--- config.mk ---
export PLATFORM = sky130hd
export DESIGN_NAME = fetch_stage
export DESIGN_NICKNAME = d
export VERILOG_FILES = /design/src/rtl/mips_pkg.sv /design/src/rtl/npc.sv /design/src/rtl/fetch_stage.sv
export SDC_FILE = /design/constraint.sdc
export NUM_CORES = 1
export LEC_CHECK = 0
export CELL_PAD_IN_SITES_DETAIL_PLACEMENT = 0
export CELL_PAD_IN_SITES_GLOBAL_PLACEMENT = 2
export CORE_MARGIN = 3
export CORE_UTILIZATION = 29
export CTS_BUF_LIST = sky130_fd_sc_hd__clkbuf_2 sky130_fd_sc_hd__clkbuf_4 sky130_fd_sc_hd__clkbuf_8
export DETAILED_ROUTE_END_ITERATION = 8
export PLACE_DENSITY = 0.83
export SLEW_MARGIN = 20
export SYNTH_ARGS = -nofsm -noshare
export SYNTH_HDL_FRONTEND = slang
export SYNTH_SLANG_ARGS = --single-unit
--- constraint.sdc ---
create_clock -name clk -period 3.27 [get_ports clk]
set_clock_uncertainty 0.2 [all_clocks]
set_input_delay 0.327 -clock clk [delete_from_list [all_inputs] [get_ports clk]]
set_output_delay 0.327 -clock clk [all_outputs]
set_load 0.05 [all_outputs]
--- src/rtl/mips_pkg.sv ---
// Shared definitions for the P6 MIPS core: next-PC select encodings,
// fetch reset constants and the branch-target helper.
package mips_pkg;

  typedef enum logic [2:0] {
    PCSEL_SEQ = 3'b000,
    PCSEL_B   = 3'b001,
    PCSEL_J   = 3'b010,
    PCSEL_JR  = 3'b011,
    PCSEL_BL  = 3'b100
  } pc_sel_e;

  localparam logic [31:0] RESET_PC = 32'h0000_3000;
  localparam logic [31:0] NOP      = 32'h0000_0000;

  // The target is relative to the delay-slot address (branch PC + 4).
  function automatic logic [31:0] branch_target(input logic [31:0] pc,
                                                input logic [15:0] imm);
    return pc + 32'd4 + {{14{imm[15]}}, imm, 2'b00};
  endfunction

endpackage

--- src/rtl/npc.sv ---
// Combinational next-PC selection for the fetch stage.
module npc
  import mips_pkg::*;
(
  input  logic [31:0] PC_F,
  input  logic [31:0] PC_D,
  input  logic [31:0] instr_D,
  input  logic [31:0] RD1,
  input  logic [2:0]  PC_sel,
  input  logic        bw,
  output logic [31:0] next_pc
);

  logic [31:0] seq_pc;
  logic [31:0] br_pc;
  logic [31:0] j_pc;
  logic        unused_opcode;

  assign seq_pc        = PC_F + 32'd4;
  assign br_pc         = branch_target(PC_D, instr_D[15:0]);
  assign j_pc          = {PC_D[31:28], instr_D[25:0], 2'b00};
  assign unused_opcode = ^instr_D[31:26];

  always_comb begin
    // NOTE: a default before the case keeps every path assigned, so no latch is inferred.
    next_pc = seq_pc;
    case (pc_sel_e'(PC_sel))
      PCSEL_B:  next_pc = br_pc;
      PCSEL_J:  next_pc = j_pc;
      PCSEL_JR: next_pc = RD1;
      PCSEL_BL: next_pc = bw ? br_pc : seq_pc;
      default:  next_pc = seq_pc;
    endcase
  end

endmodule

--- src/rtl/fetch_stage.sv ---
// Instruction fetch: PC register, next-PC mux and the IF/ID pipeline register.
// Branches resolve in D with one delay slot, annulled only by flush.
module fetch_stage
  import mips_pkg::*;
#(
  parameter logic [31:0] RESET_PC = mips_pkg::RESET_PC,
  parameter logic [31:0] NOP      = mips_pkg::NOP
) (
  input  logic        clk,
  input  logic        reset,
  input  logic        stall,
  input  logic [2:0]  PC_sel,
  input  logic        bw,
  input  logic        flush,
  input  logic [31:0] RD1,
  input  logic [31:0] instr_F,
  output logic [31:0] PC_F,
  output logic [31:0] instr_D,
  output logic [31:0] PC_D,
  output logic        valid_D,
  output logic        pc_misalign
);

  logic [31:0] next_pc;

  npc u_npc (
    .PC_F    (PC_F),
    .PC_D    (PC_D),
    .instr_D (instr_D),
    .RD1     (RD1),
    .PC_sel  (PC_sel),
    .bw      (bw),
    .next_pc (next_pc)
  );

  // Stall ignores PC_sel/flush entirely: the D operands are not final yet.
  always_ff @(posedge clk) begin
    // NOTE: sequential state uses non-blocking assignments so all registers update together.
    if (reset) begin
      PC_F    <= RESET_PC;
      instr_D <= NOP;
      PC_D    <= 32'h0;
      valid_D <= 1'b0;
    end else if (!stall) begin
      PC_F <= next_pc;
      PC_D <= PC_F;
      if (flush) begin
        instr_D <= NOP;
        valid_D <= 1'b0;
      end else begin
        instr_D <= instr_F;
        valid_D <= 1'b1;
      end
    end
  end

  assign pc_misalign = |PC_F[1:0];

endmodule

# After elaboration in Yosys (flattened, before gate mapping)
# Index checks and enable logic that the tools add are counted.
classes:
  add_sub_neg: 3
  n_eq_ne: 4
  n_mux: 4
  n_reduce_logical: 1
op_table:
  columns: ["op", "count"]
  rows:
  - ["case mux 32 bit (4 select lines)", 1]
  - ["adder 32 x 3 -> 32 bit, second input constant", 2]
  - ["2-to-1 mux 32 bit", 2]
  - ["adder 32 bit", 1]
  - ["equality test 3 x 2 -> 1 bit, second input constant", 2]
  - ["equality test 3 x 1 -> 1 bit, second input constant", 1]
  - ["equality test 3 bit, second input constant", 1]
  - ["OR reduction 2 bit", 1]
  - ["2-to-1 mux 1 bit", 1]
word_totals:
  reg_bits: 97
  word_cells: 16

# Depth between registers and ports, before layout
# Gate-level depths: netlist of the first run.
depth:
  word_depth: 4
  ltp_mapped: 13
  ltp_nobuf: 13

# Cells and area by module
# From an unflattened synthesis of the first run, not the netlist that was laid out.
unflattened:
  hier_cells: 812
  hier_area_um2: 6830.3
modules_own_cells:
  columns: ["module", "n_inst", "cells_each", "area_each_um2", "seq_area_each_um2"]
  rows:
  - ["fetch_stage", 1, 354, 3555.9, 1941.9]
  - ["npc", 1, 458, 3274.4, 0.0]

# Least setup slack after synthesis of the first run
# Ideal clock, no wire load.
synth_path:
  path_type: "register -> register"
  start: "reg instr_D[15]"
  end: "reg PC_F[24]"
  setup_ns: 0.095
  arrival_ns: 2.931
  required_ns: 2.975
  path_slack_ns: 0.043
  path_stages_with_launch: 10
  n_path_buf: 1
  synth_period_minus_slack_ns: 3.227
  path_cell_list: "dfxtp_1 > ha_1 > ha_1 > clkbuf_1 > a21o_1 > o21ba_2 > o21ai_0 > a2111oi_0 > o31ai_1 > a221oi_1"
synth_between:
  elab_chain_len: 3
synth_lines:
  columns: ["element", "line_no", "text"]
  rows:
  - ["start, declared", "fetch_stage.sv:18", "output logic [31:0] instr_D,"]
  - ["start signal, assigned", "fetch_stage.sv:51", "instr_D <= instr_F;"]
  - ["adder 32 bit *", "mips_pkg.sv:19", "return pc + 32'd4 + {{14{imm[15]}}, imm, 2'b00};"]
  - ["2-to-1 mux 32 bit", "npc.sv:31", "PCSEL_BL: next_pc = bw ? br_pc : seq_pc;"]
  - ["case mux 32 bit (4 select lines) *", "npc.sv:27", "case (pc_sel_e'(PC_sel))"]
  - ["end signal, assigned", "fetch_stage.sv:45", "PC_F <= next_pc;"]
  - ["end, declared", "fetch_stage.sv:17", "output logic [31:0] PC_F,"]
# Mark *: on every way between the ends. The rest lies on a longest branch, timed or not.
# A chain may end at the register's enable or synchronous reset.

# Final worst setup path of the first run
layout_path:
  start: "reg instr_D[0]"
  end: "reg PC_F[29]"
# Same word-level chain as after synthesis.

==> out/metrics.sh, run 1 <==
OUTCOME='finished, final reports clean'
SYNTH_TOP_CELLS_BY_COUNT='sky130_fd_sc_hd__nor2_1, sky130_fd_sc_hd__dfxtp_1, sky130_fd_sc_hd__a21oi_1, sky130_fd_sc_hd__ha_1, sky130_fd_sc_hd__nand2_1'
CTS_TREE='done'
CLOCK_LATENCY_NS=0.39
GRT.TOTAL_USAGE=0.2010
CORE_AREA_UM2=22030
MAX-CAP-VIOLATIONS=0
WORSTHOLDSTART='reset'
AREA_OF_THE_MAPPED_NETLIST_UM2=6569
FIRST_GLOBAL_VIAS=6752
YOSYS.AREA_SHARE.SIMPLE=0.1790
FLOORPLAN.ROWS=54
POST_ROUTE_UTILIZATION=0.4038
STARTPOINT_OF_THE_MOST_CRITICAL_SETUP_PATH='instr_D[0]'
SYNTH_FA_HA_AREA_FRAC=0.1135
ROUTE.FINAL.WIRE_LENGTH_MM=24.80
POST-SYNTH-TOP-AREA-FRACTION=0.2956
CLK_PATH_BUF_DEPTH=2
POST_SYNTH.CELL_AREA_AVG_UM2=8.180
R2R_END='PC_F[29]'
FINAL.PERIOD_UTILIZATION=0.9342
ANTENNA_FOUND_INITIAL=2
PWR_DENSITY_CELL_nW_PER_UM2=336.8
WORST_SETUP_PATH_ENDPOINT='PC_F[29]'
R2R_CELLS=14
CRITICAL_PATH_CAPTURE_POINT_TYPE='flop'
WL_PER_CELL_UM=19.81
IO_BUFFERS=169
FINAL_NET_COUNT=1098
EDFF_COUNT_SYNTH=0
DRC=0
PLACE_CONGESTION=0.8906
ARRIVAL_NS=3.15
DIE_AREA_UM2=24490
TIMING.FINAL.SETUP_VIOLATIONS=0
SYNTH_AREA_LEADER_CELL='sky130_fd_sc_hd__dfxtp_1'
COMPLEX_GATE_FRACTION_OF_THE_SYNTHESIZED_AREA=0.2556
CLOCK_SINKS=97
WORST_IR_DROP_VDD_mV=0.1552
SHARE_OF_FINAL_LAYOUT_STANDARD_CELLS_STRONGER_THAN_DRIVE_STRENGTH_1=0.08128
SLEW_HEADROOM=0.4592
MIN_PERIOD_NS=3.055
AREA.GROWTH.SYNTH_TO_FINAL_PCT=35.41
SETUP_TNS_NS=0
WORSTREG2REGSTART='instr_D[0]'
DOMINANT_COMBINATIONAL_CELL_FAMILY_BY_AREA_AFTER_SYNTHESIS='compound AO/OA/AOI/OAI gates'
MAX_CLOCK_FREQ_GHz=0.3273
YS.WARNINGS.COUNT=0
VIA_DENSITY=5.361
HTREEDEPTH=3
SETUP.WORST_PATH.START_CLASS='flop'
POWER_LEAKAGE_nW=3.633
DIEHEIGHT_UM=156.5
SLEW_VIOL_FINAL=0
SYNTH-MAIN-FF-CELL='sky130_fd_sc_hd__dfxtp_1'
FINAL_ANTENNA_NET_COUNT=0
CTS.CLK_SLEW.WORST_PATHS_NS=0.11
REPORT.FINAL.HOLD_VIOL_COUNT=0
HOLD_CLASS='in2reg'
R2R_SLACK_NS=0.22
GRT_REMAINING_OVERFLOW=0
PLACE.DETAILED.HPWL_MM=18.84
SYNTH_CELL_TYPE_COUNT=64
IO_PINS=170
YS_FF_LATCH=97
WORSTMARGINPINSLEW_NS=0.8112
SYNTH-ASYNC-RESET-RATIO=0
FIN_CELLS=1252
FILLERINSTANCES=2270
SYNTH_SEQUENTIAL_AREA_RATIO=0.2956
NET_COUNT_AFTER_SYNTHESIS=934
CRITICAL_PATH_CLASS='reg2reg'
DIE_W_UM=156.5
PIN_COUNT_OF_THE_BIGGEST_NET_ENTERING_GLOBAL_ROUTING=69
PLACE.DETAILED.INSTANCES=1236
CRITICAL_PATH_REQUIRED_NS=3.36
PATH_MAX_FANOUT=5
VIAS_POST_DR=6712
SYNTH.MUX.AREA_FRACTION=0.05352
SYN_INST=803
UNREPAIRED_SETUP_ENDPOINTS_AFTER_GLOBAL_ROUTING='false'
HOLD_WS_NS=0.2552
FIRST_PASS_DETAILED_ROUTE_ITERATION_TOTAL=5
NUMCTSBUFFERS=9
FIN_WS_NS=0.2151
DETAILEDPLACE.WORSTSLACK_NS=0.1898
FIRST_PASS_GRT_WIRE_LENGTH_MM=38.61
YOSYS-TOP-CELLS-AREA='sky130_fd_sc_hd__dfxtp_1, sky130_fd_sc_hd__ha_1, sky130_fd_sc_hd__nor2_1'
ANTENNADIODECOUNT=0
CTS.ROOT.BUFFER_CELL='sky130_fd_sc_hd__clkbuf_8'
DRT_FIRST_ITER_VIOLATIONS=450
YOSYS.AREA_SHARE.XOR_XNOR=0.05600
YOSYS.CELL_COUNT.TOP_TYPE='sky130_fd_sc_hd__nor2_1'
POSTCTSSETUPREPAIRBUFS=0
START_UTIL=0.2982
state kept, by name, indices dropped and copies added, names as in the netlist:
register,count
valid_D,1
instr_D,32
PC_F,32
PC_D,32
repair_timing:
item                       4_1_cts  5_1_grt
hold buffers                     0        0
setup endpoints to repair        0        3
resized for setup                0        4
critical path, cell delays in order, from the launching register on:
cell and delay [ns]:
sky130_fd_sc_hd__dfxtp_1 0.38, sky130_fd_sc_hd__inv_1 0.06, sky130_fd_sc_hd__ha_1 0.19, sky130_fd_sc_hd__inv_1 0.05, sky130_fd_sc_hd__ha_1 0.15, sky130_fd_sc_hd__inv_1 0.05
sky130_fd_sc_hd__fa_1 0.40, sky130_fd_sc_hd__nor2b_1 0.16, sky130_fd_sc_hd__o31ai_1 0.10, sky130_fd_sc_hd__a211o_1 0.37, sky130_fd_sc_hd__a2111oi_2 0.34, sky130_fd_sc_hd__buf_4 0.18
sky130_fd_sc_hd__o21ai_1 0.08, sky130_fd_sc_hd__a32oi_1 0.19, sky130_fd_sc_hd__nand2_1 0.06
metrics by stage:
step | instance area, um^2 | total power, mW
detailed placement | 8705 | 2.221
global route | 8895 | 3.133
CTS | 8884 | 3.022
floorplan | 6569 | 1.858
finish | 8895 | 2.996
global placement | 8705 | 2.222
logic make-up (layout without fill, tap and decap cells):
logic type	count (synthesis)	in the layout
DFF	97	97
and+or+nand+nor	247	247
adders and majority gates	59	59
AOI/OAI and AO/OA	243	243
buffers and inverters	80	249
xor gates and xnor gates	42	42
muxes	35	35
how the worst min path moves through the flow:
| stage | to | slack (ns) | cells past startpoint |
|---|---|---|---|
| finish | PC_D[29] | 0.26 | 2 |
| global route | PC_D[24] | 0.30 | 2 |
| floorplan | instr_D[0] | 0.27 | 2 |
| CTS | PC_D[28] | 0.27 | 2 |
| detailed placement | valid_D | 0.30 | 2 |
| global placement | instr_D[30] | 0.27 | 2 |
report_power, final:
group	total [mW]	leakage, nW	switching [mW]	internal [mW]
Combinational	0.876	2.75	0.531	0.345
Sequential	1.32	0.794	0.0761	1.24
Clock	0.802	0.0915	0.506	0.296
Total	3.00	3.63	1.11	1.88
cell usage in the layout, fill, tap and decap left out, types with 4 or more instances in the layout:
cell                              count
sky130_fd_sc_hd__a221o_1              6
sky130_fd_sc_hd__a221oi_1            24
sky130_fd_sc_hd__o21a_1               5
sky130_fd_sc_hd__nand4_1             20
sky130_fd_sc_hd__nor3_1              17
sky130_fd_sc_hd__nand2_1             45
sky130_fd_sc_hd__or3_1                4
sky130_fd_sc_hd__dfxtp_1             96
sky130_fd_sc_hd__a22oi_1             36
sky130_fd_sc_hd__a21o_1              17
sky130_fd_sc_hd__nor2_1             110
sky130_fd_sc_hd__inv_6                4
sky130_fd_sc_hd__ha_1                58
sky130_fd_sc_hd__o21bai_1             4
sky130_fd_sc_hd__o211ai_1             8
sky130_fd_sc_hd__inv_1               27
sky130_fd_sc_hd__xor2_1              15
sky130_fd_sc_hd__and3_1               6
sky130_fd_sc_hd__buf_4               38
sky130_fd_sc_hd__mux2i_1             33
sky130_fd_sc_hd__clkbuf_8             9
sky130_fd_sc_hd__a211oi_1             5
sky130_fd_sc_hd__a21oi_1             61
sky130_fd_sc_hd__nand3b_1             5
sky130_fd_sc_hd__clkdlybuf4s50_1    167
sky130_fd_sc_hd__nand3_1             17
sky130_fd_sc_hd__o21ai_0             38
sky130_fd_sc_hd__xnor2_1             27
cell type report:
cell class | instances | area (um^2) | share of cell area
clock buffer | 10 | 131.4 | 0.01477
clock inverter | 6 | 47.55 | 0.005345
inverter | 27 | 101.3 | 0.01139
multi-input combinational | 626 | 4344 | 0.4884
sequential | 97 | 1943 | 0.2185
tap | 280 | 350.3 | 0.03939
timing repair buffer | 206 | 1977 | 0.2223
layer usage:
metal	vias up	routed length [um]	part of all wire	track usage
met2	193	10850	0.44	0.3096
met4	4	274	0.011	0.04544
li1	3285	-	-	-
met1	3210	12100	0.49	0.2875
met5	-	23	0.00093	0
met3	20	1554	0.063	0.04425
Power figures use the tool's default switching activity.
==> run 2, diff against run 1 <==
CAP_MARGIN = 5   (was default)
==> results of run 2 <==
The final DEF is identical to that of run 1; final timing and power are the same.
==> run 3, diff against run 2 <==
CORE_MARGIN = 2   (was 3)
==> out/metrics.sh, run 3 (synthesis gave the netlist of run 1 again) <==
AREA.GROWTH.SYNTH_TO_FINAL_PCT=36.25
MOST_COMMON_LIBRARY_CELL_IN_THE_LAYOUT_IGNORING_FILL_AND_TAPS='sky130_fd_sc_hd__clkdlybuf4s50_1'
PWR_DENSITY_CELL_nW_PER_UM2=341.3  # +1.3%
ANTENNA_FOUND_INITIAL=0  # -2
DIE_W_UM=154.5  # -1.3%
LAYOUT.AREA.SEQ_UM2=1943  # unchanged
VIAS_POST_DR=6697  # -0.22%
PIN_COUNT_OF_THE_BIGGEST_NET_ENTERING_GLOBAL_ROUTING=64  # -7.2%
CLK_PATH_BUF_DEPTH=2  # unchanged
PLACE_CONGESTION=0.8834  # -0.81%
MOSTFREQUENTLAYOUTCELLS='sky130_fd_sc_hd__clkdlybuf4s50_1, sky130_fd_sc_hd__nor2_1, sky130_fd_sc_hd__dfxtp_1, sky130_fd_sc_hd__a21oi_1, sky130_fd_sc_hd__ha_1'
CLOCK_LATENCY_NS=0.39  # about the same
SHARE_OF_FINAL_LAYOUT_STANDARD_CELLS_STRONGER_THAN_DRIVE_STRENGTH_1=0.08214  # +0.0008598
ANTENNADIODECOUNT=0  # unchanged
CRITICAL_PATH_CLASS='reg2reg'
FIRST_PASS_GRT_WIRE_LENGTH_MM=37.81  # -2.1%
DRT_FIRST_ITER_VIOLATIONS=461  # +2.4%
DETAILEDPLACE.WORSTSLACK_NS=0.1935  # +0.003647 ns
NUMCTSBUFFERS=9  # unchanged
FINAL_ANTENNA_NET_COUNT=0  # unchanged
DIEHEIGHT_UM=154.5  # -1.3%
CP_SLOWEST_STAGE_DELAY_NS=0.55  # +0.15 ns
WL_PER_CELL_UM=19.24  # -2.9%
CRITICAL_PATH_CAPTURE_POINT_TYPE='flop'
FINAL.PERIOD_UTILIZATION=0.9342  # about the same
SLEW_HEADROOM=0.5014  # +0.04215
CTS.CLK_SLEW.WORST_PATHS_NS=0.11  # about the same
GRT_REMAINING_OVERFLOW=0  # unchanged
FINAL_NET_COUNT=1100  # +0.18%
CLOCK_SINKS=97  # unchanged
DRC=0  # unchanged
DIE_AREA_UM2=23870  # -2.5%
IO_BUFFERS=169  # unchanged
SETUP_TNS_NS=0  # unchanged
WORSTMARGINPINSLEW_NS=0.7418  # -0.06939 ns
POWER_LEAKAGE_nW=3.661  # +0.78%
GRT.TOTAL_USAGE=0.2015  # +0.0004802
SLEW_VIOL_FINAL=0  # unchanged
MIN_PERIOD_NS=3.055  # +0.00002900 ns
CRIT_SLOWEST_CELL='sky130_fd_sc_hd__a2111oi_0'
POSTCTSSETUPREPAIRBUFS=0  # unchanged
FILLERINSTANCES=2325  # +2.4%
CRIT_PATH_CELL_TRACE='ha_1, ha_1, a2111oi_0, a211o_1, a21oi_1, o21ai_0, o221ai_1, o21a_1'
CTS.ROOT.BUFFER_CELL='sky130_fd_sc_hd__clkbuf_8'
HOLD_CLASS='in2reg'
MAX-CAP-VIOLATIONS=0  # unchanged
CTS_TREE='done'
CORE_AREA_UM2=22430  # +1.9%
IO_PINS=170  # unchanged
REPORT.FINAL.HOLD_VIOL_COUNT=0  # unchanged
VIA_DENSITY=5.319  # -0.78%
START_UTIL=0.2928  # -0.005422
CRIT_PATH_FREQUENT_CELL='sky130_fd_sc_hd__ha_1'
POST_ROUTE_UTILIZATION=0.3989  # -0.004889
WORST_IR_DROP_VDD_mV=0.1683  # +8.5%
HTREEDEPTH=3  # unchanged
CRITICAL_PATH_REQUIRED_NS=3.36  # about the same
FIN_WS_NS=0.2151  # -0.00002900 ns
FLOORPLAN.ROWS=55  # +1.9%
PATH_MAX_FANOUT=7  # +2
ARRIVAL_NS=3.15  # about the same
OUTCOME='finished, final reports clean'
UNREPAIRED_SETUP_ENDPOINTS_AFTER_GLOBAL_ROUTING='false'
PLACE.DETAILED.HPWL_MM=18.25  # -3.1%
BIGGESTREGSBYFLOPS='PC_D (32), PC_F (32), instr_D (32)'
MAX_CLOCK_FREQ_GHz=0.3273  # about the same
SETUP.WORST_PATH.START_CLASS='flop'
AREA_OF_THE_MULTI_INPUT_GATES_UM2=4340  # about the same
ROUTE.FINAL.WIRE_LENGTH_MM=24.22  # -2.4%
POWER_mW=3.055  # +2.0%
FIRST_GLOBAL_VIAS=6616  # -2.0%
TIMING.FINAL.SETUP_VIOLATIONS=0  # unchanged
FIRST_PASS_DETAILED_ROUTE_ITERATION_TOTAL=5  # unchanged
## run 3: changes by cell type in the layout (fill, tap and decap cells not counted)
cell / previous run / this run
sky130_fd_sc_hd__a21oi_2: 3 / 2
sky130_fd_sc_hd__bufinv_16: 0 / 1
sky130_fd_sc_hd__clkinvlp_4: 1 / 0
sky130_fd_sc_hd__clkbuf_4: 1 / 0
sky130_fd_sc_hd__clkinv_4: 0 / 2
sky130_fd_sc_hd__clkbuf_8: 9 / 10
sky130_fd_sc_hd__inv_6: 4 / 1
sky130_fd_sc_hd__a21oi_1: 61 / 62
sky130_fd_sc_hd__buf_12: 1 / 2
sky130_fd_sc_hd__buf_4: 38 / 39
sky130_fd_sc_hd__clkinv_2: 1 / 2
## run 3: path summary, 6_finish.rpt
check / startpoint / endpoint / slack, ns / depth (start not counted)
setup reg to reg: instr_D[8] / PC_F[31] / 0.22 / 8
setup / recovery: instr_D[8] / PC_F[31] / 0.22 / 8
hold / removal: reset / PC_D[29] / 0.22 / 2
hold reg to reg: instr_D[30] / instr_D[30] / 0.32 / 2
## run 3: repair_timing
item,4_1_cts,5_1_grt
hold buffers,0,0
resized for setup,0,3
endpoints found under the setup margin,0,4
## run 3: critical path: cells and delay by family, from the launching register on
kind                     cells  cell delay (ns)
AO/OA/AOI/OAI                6             1.74
flip-flops                   1             0.33
adder cells (fa/ha/maj)      2             0.69
## run 3: layer usage
metal / share of wire / up-vias / GRT usage
met5: 0 / - / 0
met4: 0.0097 / 0 / 0.03968
met3: 0.064 / 20 / 0.04875
met2: 0.43 / 189 / 0.3093
met1: 0.49 / 3189 / 0.2879
li1: - / 3299 / -
## run 3: through the flow
stage	hold slack, ns	instance area (um^2)	std cells
3_3_place_gp	0.2694	8738	1243
6_report	0.2200	8950	1259
2_1_floorplan	0.2711	6569	803
3_5_place_dp	0.2933	8738	1243
5_1_grt	0.2349	8950	1259
4_1_cts	0.2221	8942	1259
## run 3: final cells by class
type / instances / share of cell area
Multi-Input combinational cell: 626 / 0.4850
Sequential cell: 97 / 0.2171
Clock inverter: 6 / 0.007409
Clock buffer: 10 / 0.01538
Tap cell: 285 / 0.03984
Inverter: 27 / 0.01132
Timing Repair Buffer: 208 / 0.2240
## run 3: report_power, final
group          internal (mW)  switching [mW]
combinational          0.349           0.540
sequential              1.24          0.0651
clock                  0.378           0.480
total                   1.97            1.09
